$ cat src/rtl/ws2812b_frame_scheduler_if.sv
// Host/driver-facing signal bundle of the WS2812B frame scheduler.
// slave = the scheduler itself, master = the host plus serial-driver side.
interface ws2812b_frame_scheduler_if #(
   parameter int ADDR_W = 10
);
   logic              EN;
   logic              HOST_SWAP_REQ;
   logic              HOST_SWAP_ACK;
   logic              FRONT_BANK;
   logic              DRV_START;
   logic              DRV_BUSY;
   logic [ADDR_W-1:0] DRV_ADDR;
   logic [ADDR_W:0]   RAM_RD_ADDR;
   logic [15:0]       FRAME_COUNT;
   logic              OVERRUN;
   logic              DRV_FAULT;
   logic              CLR_FLAGS;

   modport slave (
      input  EN, HOST_SWAP_REQ, DRV_BUSY, DRV_ADDR, CLR_FLAGS,
      output HOST_SWAP_ACK, FRONT_BANK, DRV_START, RAM_RD_ADDR,
             FRAME_COUNT, OVERRUN, DRV_FAULT
   );

   modport master (
      output EN, HOST_SWAP_REQ, DRV_BUSY, DRV_ADDR, CLR_FLAGS,
      input  HOST_SWAP_ACK, FRONT_BANK, DRV_START, RAM_RD_ADDR,
             FRAME_COUNT, OVERRUN, DRV_FAULT
   );
endinterface

$ cat src/rtl/ws2812b_frame_scheduler.sv
// Frame pacing for the WS2812B driver: one driver frame per tick, with
// double-buffered pixel RAM whose bank swaps only between frames.
module ws2812b_frame_scheduler #(
   parameter int FRAME_TICKS = 333333,
   parameter int ACK_TIMEOUT = 16,
   parameter int ADDR_W      = 10
) (
   input logic                      CLK,
   input logic                      RESET,
   ws2812b_frame_scheduler_if.slave bus
);
   localparam int CNT_W = $clog2(FRAME_TICKS);
   localparam int TO_W  = $clog2(ACK_TIMEOUT + 1);
   localparam logic [CNT_W-1:0] TICK_LAST = CNT_W'(FRAME_TICKS - 1);
   localparam logic [TO_W-1:0]  TO_LAST   = TO_W'(ACK_TIMEOUT - 1);

   typedef enum logic [1:0] {IDLE, START, WAIT_ACK, STREAM} state_e;

   state_e           state_q, state_d;
   logic [CNT_W-1:0] tick_cnt_q, tick_cnt_d;
   logic [TO_W-1:0]  to_q, to_d;
   logic [15:0]      fcnt_q, fcnt_d;
   logic             front_q, front_d;
   logic             ack_q, ack_d;
   logic             start_q, start_d;
   logic             ovr_q, ovr_d;
   logic             flt_q, flt_d;
   logic             tick;

   assign tick = bus.EN && (tick_cnt_q == TICK_LAST);

   // Free-running while enabled, even mid-frame, so the frame rate never drifts.
   always_comb begin
      tick_cnt_d = tick_cnt_q + CNT_W'(1);
      if (!bus.EN || tick) tick_cnt_d = '0;
   end

   always_comb begin
      state_d = state_q;
      to_d    = to_q;
      fcnt_d  = fcnt_q;
      front_d = front_q;
      ack_d   = 1'b0;
      start_d = 1'b0;
      ovr_d   = ovr_q;
      flt_d   = flt_q;
      if (bus.CLR_FLAGS) begin
         ovr_d = 1'b0;
         flt_d = 1'b0;
      end
      // Ticks landing mid-frame are dropped, not queued.
      if (tick && state_q != IDLE) ovr_d = 1'b1;
      case (state_q)
         IDLE: if (tick) begin
            state_d = START;
            start_d = 1'b1;
            if (bus.HOST_SWAP_REQ) begin
               front_d = ~front_q;
               ack_d   = 1'b1;
            end
         end
         START: begin
            state_d = WAIT_ACK;
            to_d    = TO_LAST;
         end
         WAIT_ACK: begin
            if (bus.DRV_BUSY) begin
               state_d = STREAM;
            end else if (to_q == '0) begin
               flt_d   = 1'b1;
               state_d = IDLE;
            end else begin
               to_d = to_q - TO_W'(1);
            end
         end
         STREAM: if (!bus.DRV_BUSY) begin
            fcnt_d  = fcnt_q + 16'd1;
            state_d = IDLE;
         end
         default: state_d = IDLE;
      endcase
   end

   always_ff @(posedge CLK or negedge RESET) begin
      if (!RESET) begin
         state_q    <= IDLE;
         tick_cnt_q <= '0;
         to_q       <= '0;
         fcnt_q     <= '0;
         front_q    <= 1'b0;
         ack_q      <= 1'b0;
         start_q    <= 1'b0;
         ovr_q      <= 1'b0;
         flt_q      <= 1'b0;
      end else begin
         state_q    <= state_d;
         tick_cnt_q <= tick_cnt_d;
         to_q       <= to_d;
         fcnt_q     <= fcnt_d;
         front_q    <= front_d;
         ack_q      <= ack_d;
         start_q    <= start_d;
         ovr_q      <= ovr_d;
         flt_q      <= flt_d;
      end
   end

   assign bus.HOST_SWAP_ACK = ack_q;
   assign bus.FRONT_BANK    = front_q;
   assign bus.DRV_START     = start_q;
   assign bus.RAM_RD_ADDR   = {front_q, bus.DRV_ADDR};
   assign bus.FRAME_COUNT   = fcnt_q;
   assign bus.OVERRUN       = ovr_q;
   assign bus.DRV_FAULT     = flt_q;
endmodule
$ cat src/flat_wrapper.sv
// flat-port wrapper written by rule: the top's interface ports become plain ports
module ws2812b_frame_scheduler_flat 
#(
   parameter int FRAME_TICKS = 333333,
   parameter int ACK_TIMEOUT = 16,
   parameter int ADDR_W      = 10
)
  (CLK, RESET, bus_EN, bus_HOST_SWAP_REQ, bus_DRV_BUSY, bus_DRV_ADDR, bus_CLR_FLAGS, bus_HOST_SWAP_ACK, bus_FRONT_BANK, bus_DRV_START, bus_RAM_RD_ADDR, bus_FRAME_COUNT, bus_OVERRUN, bus_DRV_FAULT);
  ws2812b_frame_scheduler_if #(.ADDR_W(ADDR_W)) bus_i ();
  input logic CLK;
  input logic RESET;
  input wire logic [$bits(bus_i.EN)-1:0] bus_EN;
  input wire logic [$bits(bus_i.HOST_SWAP_REQ)-1:0] bus_HOST_SWAP_REQ;
  input wire logic [$bits(bus_i.DRV_BUSY)-1:0] bus_DRV_BUSY;
  input wire logic [$bits(bus_i.DRV_ADDR)-1:0] bus_DRV_ADDR;
  input wire logic [$bits(bus_i.CLR_FLAGS)-1:0] bus_CLR_FLAGS;
  output wire logic [$bits(bus_i.HOST_SWAP_ACK)-1:0] bus_HOST_SWAP_ACK;
  output wire logic [$bits(bus_i.FRONT_BANK)-1:0] bus_FRONT_BANK;
  output wire logic [$bits(bus_i.DRV_START)-1:0] bus_DRV_START;
  output wire logic [$bits(bus_i.RAM_RD_ADDR)-1:0] bus_RAM_RD_ADDR;
  output wire logic [$bits(bus_i.FRAME_COUNT)-1:0] bus_FRAME_COUNT;
  output wire logic [$bits(bus_i.OVERRUN)-1:0] bus_OVERRUN;
  output wire logic [$bits(bus_i.DRV_FAULT)-1:0] bus_DRV_FAULT;
  assign bus_i.EN = bus_EN;
  assign bus_i.HOST_SWAP_REQ = bus_HOST_SWAP_REQ;
  assign bus_i.DRV_BUSY = bus_DRV_BUSY;
  assign bus_i.DRV_ADDR = bus_DRV_ADDR;
  assign bus_i.CLR_FLAGS = bus_CLR_FLAGS;
  assign bus_HOST_SWAP_ACK = bus_i.HOST_SWAP_ACK;
  assign bus_FRONT_BANK = bus_i.FRONT_BANK;
  assign bus_DRV_START = bus_i.DRV_START;
  assign bus_RAM_RD_ADDR = bus_i.RAM_RD_ADDR;
  assign bus_FRAME_COUNT = bus_i.FRAME_COUNT;
  assign bus_OVERRUN = bus_i.OVERRUN;
  assign bus_DRV_FAULT = bus_i.DRV_FAULT;
  ws2812b_frame_scheduler #(.FRAME_TICKS(FRAME_TICKS), .ACK_TIMEOUT(ACK_TIMEOUT), .ADDR_W(ADDR_W)) u_core (.CLK(CLK), .RESET(RESET), .bus(bus_i));
endmodule
$ cat config.mk
export PLATFORM = sky130hd
export DESIGN_NAME = ws2812b_frame_scheduler_flat
export DESIGN_NICKNAME = d
export VERILOG_FILES = /design/src/rtl/ws2812b_frame_scheduler_if.sv /design/src/rtl/ws2812b_frame_scheduler.sv /design/src/flat_wrapper.sv
export SDC_FILE = /design/constraint.sdc
export NUM_CORES = 1
export LEC_CHECK = 0
export CAP_MARGIN = 40
export CORE_ASPECT_RATIO = 0.5
export CORE_UTILIZATION = 40
export DETAILED_ROUTE_END_ITERATION = 8
export DONT_BUFFER_PORTS = 1
export SYNTH_ARGS = -nofsm -noshare
export SYNTH_HDL_FRONTEND = slang
export SYNTH_SLANG_ARGS = --single-unit
$ cat constraint.sdc
create_clock -name CLK -period 2.6 [get_ports CLK]
set_input_delay 0.39 -clock CLK [delete_from_list [all_inputs] [get_ports CLK]]
set_output_delay 0.39 -clock CLK [all_outputs]
set_load 0.05 [all_outputs]
==> impl_metrics.toml <==
[floorplanning]
die_width_um = 112
initial_core_util = 0.428
dieArea_um2 = 6360
io_pins = 48
num_rows = 19
die_h_um = 56.9
core_area_um2 = 5630

[critical_path]
crit_buf_inv = 1
crit_chain = "clkinv_1 -> or4_1 -> nor3_1 -> xor2_1"
slowest_delay_ns = 0.71
end_kind = "flip-flop"
crit_family = "simple AND/OR/NAND/NOR gates"
critical_path_class = "flip-flop to flip-flop"
crit_fanout = 11
critPathRequiredTime_ns = 2.80
crit_path_start_kind = "flip-flop"
arrival_ns = 2.29
crit_slowest_cell = "or4_1"

[power]
cellLeakagePower_nw = 1.14
max-vdd-ir-drop_v = 0.000357
design_power_total_mw = 1.90
p_per_area_nw_per_um2 = 710

[layout]
design_area_um2 = 2680
n_fill_cell = 517
final_util = 0.475
fin_cells = 327
nNetsFinal = 273
layout-drive-gt1-share = 0.0984
diodes = 0
syn2layout_area_growth_pct = 11.0

[clock_tree]
cts.hold.buffers_added = 2
cts_buffer_depth = 2
clk_latency_ns = 0.28
clkTransAtPathRegs_ns = 0.06
cts_tree = "built"
post_cts_resized = 0
root_buffer = "clkbuf_16"
htree_levels = 2
clkSinkCount = 47
cts_buffers = 5
postCtsSetupBuffers = 0

[route]
route.detailed.drc = 3
drtAntennaViolNets = 0
drt-total-wl_um = 4570
avgRoutedWirePerCell_um = 14.0
drt-initial-drc-count = 96
firstDrtPassIters = 6
viasPerCell = 5.37
vias = 1755

[yosys]
synth.distinct_cells = 35
synth_nets = 271
avgSynthCellArea_um2 = 9.60
synth_cells = 251
synth_area_um2 = 2410
yosysWarnings = 0
seq_area_frac_synth = 0.488
ys_seq_elements = 47

[sta]
clock.fmax_mhz = 478
setup_violations = 0
finalClockSkew_ns = 0.00476
period_share = 0.805
holdWs_ns = 0.198
slew_violations = 0
worst_pin_slew_ns = 0.658
fin_setup_tns_ns = 0
fin_crit_ns = 2.09
max_slew_margin = 0.557
rsz0062_at_grt = "false"
hold_viol_final = 0
setup_ws_ns = 0.508

[place]
dp.cells = 317
place_ws_ns = 0.538
port-buffer-count = 0
dp_hpwl_um = 3190
place_congestion = 0.799
place_area_um2 = 2480

[min_path]
min_path_type = "input pin to flip-flop"

[global_routing]
antenna_found_initial = 0
grt_overflow = 0
grt_pass1_wl_um = 7910
grt_pass1_vias = 1667
grt_max_degree = 48
track_usage = 0.157

[status]
violations = "DRC"
status = "complete, but fails checks"

[run]
cap_violations = 0
cells by family after synthesis:
family / share of synthesized area
AO/OA/AOI/OAI: 0.0524
buffers and inverters: 0.0711
XOR/XNOR: 0.109
flip-flops: 0.488
adder cells (fa/ha/maj): 0.0208
AND/OR/NAND/NOR: 0.259
metal layers:
layer | GRT usage | wire, um | up-vias
li1 | - | - | 869
met1 | 0.199 | 2220 | 857
met2 | 0.262 | 2120 | 19
met3 | 0.0572 | 185 | 10
met4 | 0.0290 | 45 | 0
met5 | 0 | 0 | -
cells in the final DEF, fill, tap and decap left out:
cell type | Yosys | final
clkbuf_1 | 4 | 1
clkinv_1 | 1 | 1
ha_1 | 4 | 4
clkbuf_16 | 0 | 5
nor2b_1 | 1 | 1
and2_1 | 1 | 1
inv_1 | 10 | 10
buf_16 | 0 | 2
nand3_1 | 18 | 18
or3_1 | 2 | 2
nand2b_1 | 3 | 3
buf_4 | 11 | 11
and3_1 | 4 | 4
and4_2 | 1 | 1
nor2_1 | 26 | 26
o31ai_1 | 1 | 1
nand2_1 | 20 | 20
nand4_1 | 12 | 12
nor4_1 | 10 | 10
or3_4 | 1 | 1
xor2_1 | 14 | 14
or4_1 | 4 | 4
dfrtp_1 | 47 | 47
o21ai_4 | 1 | 1
o41ai_1 | 1 | 1
and4b_1 | 1 | 1
o21ai_0 | 7 | 7
a21oi_1 | 8 | 8
or4b_1 | 1 | 1
xnor2_1 | 16 | 16
clkbuf_8 | 0 | 2
nor3_1 | 9 | 9
nand3b_1 | 1 | 1
dlygate4sd3_1 | 0 | 1
nor4b_1 | 2 | 2
or2_2 | 2 | 2
o22ai_1 | 3 | 3
path summary, 6_finish.rpt:
kind / startpoint / end / slack (ns) / cells past startpoint
worst min register to register: u_core.to_q[4]$_DFFE_PN0P_ / u_core.to_q[4]$_DFFE_PN0P_ / 0.50 / 2
min in group asynchronous: RESET / u_core.tick_cnt_q[18]$_DFF_PN0_ / 0.63 / 2
worst max register to register: u_core.state_q[0]$_DFFE_PN0P_ / u_core.bus.FRAME_COUNT[10]$_DFFE_PN0P_ / 0.51 / 4
worst max-delay path: u_core.state_q[0]$_DFFE_PN0P_ / u_core.bus.FRAME_COUNT[10]$_DFFE_PN0P_ / 0.51 / 4
worst min-delay path: bus_CLR_FLAGS / u_core.bus.DRV_FAULT$_DFF_PN0_ / 0.20 / 1
max in group asynchronous: RESET / u_core.tick_cnt_q[17]$_DFF_PN0_ / 1.77 / 2
cells in the mapped netlist:
master | count | area, um2
o22ai_1 | 3 | 18.8
or4b_1 | 1 | 10.0
nor2b_1 | 1 | 6.26
ha_1 | 4 | 50.1
buf_6 | 2 | 22.5
or4_1 | 4 | 30.0
nand2b_1 | 3 | 18.8
nand3b_1 | 1 | 7.51
dfrtp_1 | 47 | 1180
xor2_1 | 14 | 123
o21ai_0 | 7 | 35.0
o41ai_1 | 1 | 8.76
nand2_1 | 20 | 75.1
and2_1 | 1 | 6.26
buf_2 | 2 | 10.0
nor4b_1 | 2 | 17.5
nand3_1 | 18 | 90.1
and3_1 | 4 | 25.0
nand4_1 | 12 | 75.1
or3_1 | 2 | 12.5
inv_1 | 10 | 37.5
or3_4 | 1 | 11.3
nor3_1 | 9 | 45.0
and4_2 | 1 | 10.0
o21ai_4 | 1 | 16.3
o31ai_1 | 1 | 7.51
nor2_1 | 26 | 97.6
or2_2 | 2 | 12.5
a21oi_1 | 8 | 40.0
nor4_1 | 10 | 62.6
xnor2_1 | 16 | 140
buf_4 | 11 | 82.6
and4b_1 | 1 | 10.0
clkbuf_1 | 4 | 15.0
clkinv_1 | 1 | 3.75
report_power, final:
| part | switching (mW) | leakage, nW | internal (mW) |
|---|---|---|---|
| sequential | 0.0916 | 0.623 | 0.792 |
| combinational | 0.235 | 0.444 | 0.121 |
| clock | 0.250 | 0.0772 | 0.409 |
layout make-up:
type | count | area [um2] | share of cell area
repair buffers | 14 | 148 | 0.0552
flip-flops and latches | 47 | 1180 | 0.440
multi-input cells | 174 | 1060 | 0.397
clock buffers | 8 | 156 | 0.0585
well taps | 73 | 91.3 | 0.0341
inverters | 11 | 41.3 | 0.0154
registers in the layout, indices dropped and copies added (netlist names):
signal and count:
u_core.state_q 2, u_core.bus.OVERRUN 1, u_core.bus.FRAME_COUNT 16, u_core.bus.HOST_SWAP_ACK 1
u_core.tick_cnt_q 19, u_core.bus.DRV_START 1, u_core.bus.DRV_FAULT 1, u_core.to_q 5
u_core.bus.FRONT_BANK 1
Note: power is estimated with default switching activity, not from simulation.
